### src/rtl/inst_loader_if.sv
// Host-side bundle for the instruction loader: control, byte stream and the
// Chip instruction-memory write port.
interface inst_loader_if #(
    parameter int AW = 7
);
    logic          start;
    logic [7:0]    word_count;
    logic          abort;
    logic          s_valid;
    logic [7:0]    s_data;
    logic          s_ready;
    logic          IWEN;
    logic [AW-1:0] I_Addr;
    logic [31:0]   wInst;
    logic          busy;
    logic          done;
    logic          err;

    modport master (
        output start, word_count, abort, s_valid, s_data,
        input  s_ready, IWEN, I_Addr, wInst, busy, done, err
    );

    modport slave (
        input  start, word_count, abort, s_valid, s_data,
        output s_ready, IWEN, I_Addr, wInst, busy, done, err
    );
endinterface

### src/rtl/inst_loader.sv
// Packs a byte stream into 32-bit words and writes them to Chip's instruction
// memory from address 0, holding IWEN high for the whole load.
module inst_loader #(
    parameter int DEPTH        = 128,
    parameter int AW           = $clog2(DEPTH),
    parameter int DRAIN_CYCLES = 2
) (
    input  logic         clk,
    input  logic         rst,
    inst_loader_if.slave bus
);
    localparam int DW = (DRAIN_CYCLES > 1) ? $clog2(DRAIN_CYCLES) : 1;

    typedef enum logic [1:0] {IDLE, LOAD, WRITE, DRAIN} state_t;

    state_t        state;
    logic [1:0]    rst_sync;
    logic          rst_n_i;
    logic [AW:0]   cnt;
    logic [AW:0]   wcnt;
    logic [1:0]    bcnt;
    logic [31:0]   pack;
    logic [DW-1:0] dcnt;
    logic          aborted;
    logic          s_ready_q;
    logic          iwen_q;
    logic [AW-1:0] addr_q;
    logic [31:0]   inst_q;
    logic          busy_q;
    logic          done_q;
    logic          err_q;
    logic          legal;

    // Asynchronous assert, synchronous release.
    always_ff @(posedge clk or negedge rst) begin
        if (!rst) rst_sync <= 2'b00;
        else      rst_sync <= {rst_sync[0], 1'b1};
    end
    assign rst_n_i = rst_sync[1];

    assign legal = (bus.word_count != 8'd0) && (int'(bus.word_count) <= DEPTH);

    always_ff @(posedge clk or negedge rst_n_i) begin
        if (!rst_n_i) begin
            state     <= IDLE;
            cnt       <= '0;
            wcnt      <= '0;
            bcnt      <= '0;
            pack      <= '0;
            dcnt      <= '0;
            aborted   <= 1'b0;
            s_ready_q <= 1'b0;
            iwen_q    <= 1'b0;
            addr_q    <= '0;
            inst_q    <= '0;
            busy_q    <= 1'b0;
            done_q    <= 1'b0;
            err_q     <= 1'b0;
        end else begin
            done_q <= 1'b0;
            err_q  <= 1'b0;
            case (state)
                IDLE: begin
                    if (bus.start) begin
                        if (legal) begin
                            state     <= LOAD;
                            cnt       <= (AW+1)'(bus.word_count);
                            wcnt      <= '0;
                            bcnt      <= '0;
                            pack      <= '0;
                            aborted   <= 1'b0;
                            iwen_q    <= 1'b1;
                            addr_q    <= '0;
                            inst_q    <= '0;
                            s_ready_q <= 1'b1;
                            busy_q    <= 1'b1;
                        end else begin
                            err_q <= 1'b1;
                        end
                    end
                end
                LOAD: begin
                    if (bus.abort) begin
                        pack      <= '0;
                        bcnt      <= '0;
                        aborted   <= 1'b1;
                        s_ready_q <= 1'b0;
                        dcnt      <= '0;
                        state     <= DRAIN;
                    end else if (bus.s_valid && s_ready_q) begin
                        // First byte ends up in the top lane after four shifts.
                        pack <= {pack[23:0], bus.s_data};
                        bcnt <= bcnt + 2'd1;
                        if (bcnt == 2'd3) begin
                            // Address and data move on the same edge so Chip only sees valid pairs.
                            inst_q    <= {pack[23:0], bus.s_data};
                            addr_q    <= wcnt[AW-1:0];
                            wcnt      <= wcnt + 1'b1;
                            pack      <= '0;
                            s_ready_q <= 1'b0;
                            state     <= WRITE;
                        end
                    end
                end
                WRITE: begin
                    if (bus.abort || (wcnt == cnt)) begin
                        aborted <= aborted | bus.abort;
                        dcnt    <= '0;
                        state   <= DRAIN;
                    end else begin
                        s_ready_q <= 1'b1;
                        state     <= LOAD;
                    end
                end
                DRAIN: begin
                    if (dcnt == DW'(DRAIN_CYCLES - 1)) begin
                        iwen_q <= 1'b0;
                        busy_q <= 1'b0;
                        done_q <= 1'b1;
                        err_q  <= aborted;
                        state  <= IDLE;
                    end else begin
                        dcnt <= dcnt + 1'b1;
                    end
                end
                default: state <= IDLE;
            endcase
        end
    end

    assign bus.s_ready = s_ready_q;
    assign bus.IWEN    = iwen_q;
    assign bus.I_Addr  = addr_q;
    assign bus.wInst   = inst_q;
    assign bus.busy    = busy_q;
    assign bus.done    = done_q;
    assign bus.err     = err_q;
endmodule
### src/flat_wrapper.sv
// flat-port wrapper written by rule: the top's interface ports become plain ports
module inst_loader_flat 
#(
    parameter int DEPTH        = 128,
    parameter int AW           = $clog2(DEPTH),
    parameter int DRAIN_CYCLES = 2
)
  (clk, rst, bus_start, bus_word_count, bus_abort, bus_s_valid, bus_s_data, bus_s_ready, bus_IWEN, bus_I_Addr, bus_wInst, bus_busy, bus_done, bus_err);
  inst_loader_if #(.AW(AW)) bus_i ();
  input  logic clk;
  input  logic rst;
  input wire logic [$bits(bus_i.start)-1:0] bus_start;
  input wire logic [$bits(bus_i.word_count)-1:0] bus_word_count;
  input wire logic [$bits(bus_i.abort)-1:0] bus_abort;
  input wire logic [$bits(bus_i.s_valid)-1:0] bus_s_valid;
  input wire logic [$bits(bus_i.s_data)-1:0] bus_s_data;
  output wire logic [$bits(bus_i.s_ready)-1:0] bus_s_ready;
  output wire logic [$bits(bus_i.IWEN)-1:0] bus_IWEN;
  output wire logic [$bits(bus_i.I_Addr)-1:0] bus_I_Addr;
  output wire logic [$bits(bus_i.wInst)-1:0] bus_wInst;
  output wire logic [$bits(bus_i.busy)-1:0] bus_busy;
  output wire logic [$bits(bus_i.done)-1:0] bus_done;
  output wire logic [$bits(bus_i.err)-1:0] bus_err;
  assign bus_i.start = bus_start;
  assign bus_i.word_count = bus_word_count;
  assign bus_i.abort = bus_abort;
  assign bus_i.s_valid = bus_s_valid;
  assign bus_i.s_data = bus_s_data;
  assign bus_s_ready = bus_i.s_ready;
  assign bus_IWEN = bus_i.IWEN;
  assign bus_I_Addr = bus_i.I_Addr;
  assign bus_wInst = bus_i.wInst;
  assign bus_busy = bus_i.busy;
  assign bus_done = bus_i.done;
  assign bus_err = bus_i.err;
  inst_loader #(.DEPTH(DEPTH), .AW(AW), .DRAIN_CYCLES(DRAIN_CYCLES)) u_core (.clk(clk), .rst(rst), .bus(bus_i));
endmodule
### config.mk
export PLATFORM = sky130hd
export DESIGN_NAME = inst_loader_flat
export DESIGN_NICKNAME = d
export VERILOG_FILES = /design/src/rtl/inst_loader_if.sv /design/src/rtl/inst_loader.sv /design/src/flat_wrapper.sv
export SDC_FILE = /design/constraint.sdc
export NUM_CORES = 1
export LEC_CHECK = 0
export ABC_AREA = 0
export BUFFER_PORTS_ARGS = -buffer_cell sky130_fd_sc_hd__buf_4
export CELL_PAD_IN_SITES_DETAIL_PLACEMENT = 1
export CELL_PAD_IN_SITES_GLOBAL_PLACEMENT = 1
export CORE_UTILIZATION = 31
export CTS_CLUSTER_SIZE = 30
export DETAILED_ROUTE_END_ITERATION = 7
export PLACE_DENSITY = 0.7
export SETUP_SLACK_MARGIN = 0.4
export SYNTH_ARGS = -nofsm -noshare
export SYNTH_HDL_FRONTEND = slang
export SYNTH_SLANG_ARGS = --single-unit
### constraint.sdc
create_clock -name clk -period 2.5 [get_ports clk]
set_input_delay 0.25 -clock clk [delete_from_list [all_inputs] [get_ports clk]]
set_output_delay 0.25 -clock clk [all_outputs]
set_load 0.05 [all_outputs]
==> metrics.cfg <==
[run_status]
status = completed

[synthesis]
ys_top_cells_by_area = dfrtp_1, nand2_1, mux2i_1
syn-cell-area_um2 = 4178
yosys.area_share.xor_xnor_pct = 1.677
async_reset_ff_share_pct = 100.0
synth_top_family_by_area = simple AND/OR/NAND/NOR gates
ys_seq_area_share_pct = 54.51
synth-compound-area-share_pct = 13.09
yosysTopAreaCellShare_pct = 54.51
synth_flop_cell = dfrtp_1
synth_cell_types = 48
syn_inst = 404
synth.area.mux_share_pct = 8.446
synth_simple_gate_area_share_pct = 13.84
synth_edf_count = 0
synth_nets = 433
ys_warn_count = 0
avgSynthCellArea_um2 = 10.34
synth_seq_cells = 91
yosys.area_share.adder_pct = 2.396
synth_area_leader_cell = dfrtp_1

[critical_path]
cp.arrival_ns = 2.20
critPathKind = reg -> reg
rrSetupSlack_ns = 0.54
start_kind = flip-flop
worstSetupEndpointType = flip-flop
critPathRequiredTime_ns = 2.74
crit_fanout = 7

[global_routing]
grt_overflow = 0
met2_usage_pct = 25.70
antenna_found_initial = 0
grt_first_pass_wirelength_um = 16950
use_met3_pct = 2.859
met1_usage_pct = 19.25
grt_pass1_vias = 3321
grt_use_total_pct = 15.40
grt_max_degree = 55
busiest_layer = met2

[placement]
io_buffers = 64
routabilityCongestion = 0.7819
dpl_worst_slack_ns = 0.2632
hpwl_um = 6980

[die]
fp.coreArea_um2 = 13190
initial_core_util_pct = 31.67
rows = 42
die_area_um2 = 13950
die_w_um = 118.1
die_y_um = 118.1
io_pins = 65

[drt]
routedWlPerCell_um = 15.65
first_iter_violations = 119
drc_errors = 0
wirelength_um = 10190
viasPerCell = 4.819
dr.pass1.iters = 6
vias = 3137
ant_nets = 0

[pwr]
power.leakage_nw = 2.459
power.density_nw_per_um2 = 1327
ir_drop_mv = 0.4852

[hold_path]
hold_class = in -> reg

[clocking]
cts_tree = built
numCtsBuffers = 9
clock-sinks = 91
cts_max_level = 3
clock_path_buffers = 2
path_clk_slew_ns = 0.07
ctsRootBufferMaster = clkbuf_16
clock_latency_ns = 0.35

[timing]
fin_crit_ns = 1.965
tightest_slew_ns = 0.6269
max_freq_mhz = 509.0
relSlewSlack_pct = 58.21
finalSetupViolations = 0
fin_ws_ns = 0.5353
hold_viol = 0
rsz0062_at_grt = false
finalSetupTns_ns = 0
finalMaxSlewViolations = 0
finClkSkew_ns = 0.007418
fin_crit_sh_pct = 78.59

[layout]
nets = 499
fill_cells = 1473
antenna_cells = 0
syn_to_final_growth_pct = 26.74
drive_above_1_share_pct = 24.84

[run]
drv_cap = 0

-- synthesized netlist by cell type, types with 7 or more instances --
master    count
inv_1        30
o31ai_1      28
ha_1          8
dfrtp_1      91
mux2i_1      24
clkbuf_1      9
mux2_2        9
xnor2_1       8
buf_2         7
o21ai_1      22
nor2_1        9
nand2_1      88
-- routing by layer --
metal	up-vias	part of all wire (%)	routed length, um
met2	55	50	5070
li1	1499	-	-
met5	-	0	0
met4	0	2.2	226
met3	14	3.1	311
met1	1569	45	4583
-- worst paths after layout --
kind	start	end	cells after the start
worst max register to register	u_core.state[1]	u_core.wcnt[7]	8
worst max-delay path	u_core.state[1]	u_core.wcnt[7]	8
worst min register to register	u_core.rst_sync[1]	u_core.bus.wInst[7]	0
worst min-delay path	bus_word_count[0]	u_core.cnt[0]	2
min in group asynchronous	rst	u_core.rst_sync[1]	2
max in group asynchronous	u_core.rst_sync[1]	u_core.state[1]	1
-- worst max-delay path: stages, from the launching register on --
cell       delay, ns
dfrtp_2         0.42
inv_1           0.12
ha_4            0.21
inv_1           0.18
a2bb2oi_1       0.12
a31o_4          0.28
buf_4           0.16
a21o_1          0.15
a22o_1          0.22
-- repair_timing --
action | in CTS | in global routing
resized for setup | 5 | 7
cloned | 0 | 2
setup endpoints to repair | 64 | 55
hold endpoints to repair | 2 | 0
hold buffers | 1 | 0
pin swaps | 0 | 1
setup buffers | 2 | 0
-- cells in the final DEF, fill, tap and decap left out, types with 3 or more instances in the layout --
cell	Yosys	routed
a21oi_1	6	6
and3_1	3	3
inv_1	30	30
mux2i_1	24	24
and2_1	5	5
mux2_2	9	9
clkbuf_16	0	11
ha_1	8	6
a22o_1	3	3
nand4_1	4	4
nand2_1	88	88
buf_4	1	73
dfrtp_1	91	89
o31ai_1	28	28
a21o_1	3	3
xnor2_1	8	8
nand3_1	5	5
nor2_1	9	9
o21ai_1	22	22
o21ai_0	5	5
-- logic make-up after synthesis --
| group | after synthesis |
|---|---|
| AOI/OAI and AO/OA | 81 |
| xor gates and xnor gates | 8 |
| adders and majority gates | 8 |
| buffers and inverters | 53 |
| DFF | 91 |
| muxes | 34 |
| other | 1 |
| and+or+nand+nor | 128 |
-- through the flow --
stage / power [W] / hold WS, ns / utilization (%) / instances / instance area, um2
after floorplan: 0.004499 / -0.04559 / - / 404 / 4179
after global placement: 0.005270 / 0.03293 / 36.71 / 630 / 4842
after detailed placement: 0.005374 / 0.03530 / 36.71 / 630 / 4842
after CTS: 0.006938 / 0.1408 / 39.50 / 649 / 5210
after global routing: 0.007452 / 0.1572 / 40.14 / 651 / 5295
final: 0.007027 / 0.1512 / 40.14 / 651 / 5295
-- area by class of cell --
cell class / instances / area [um2] / area share, %
sequential: 91 / 2282 / 43.10
inverter: 30 / 112.6 / 2.127
timing repair buffer: 78 / 655.6 / 12.38
tap: 176 / 220.2 / 4.159
clock buffer: 9 / 225.2 / 4.253
multi-input combinational: 260 / 1700 / 32.11
clock inverter: 7 / 98.84 / 1.867
-- flip-flops by register name (all words and copies together) (netlist names), 2 cells and up --
signal	cells
u_core.bus.wInst	32
u_core.pack	24
u_core.cnt	8
u_core.bus.I_Addr	7
u_core.wcnt	8
u_core.rst_sync	2
u_core.state	2
u_core.bcnt	2
-- power by group --
group	total (W)	internal [W]	switching (W)
combinational	0.00330	0.00117	0.00213
clock	0.00149	0.000883	0.000608
sequential	0.00224	0.00191	0.000327
(Power assumes the default switching activity.)
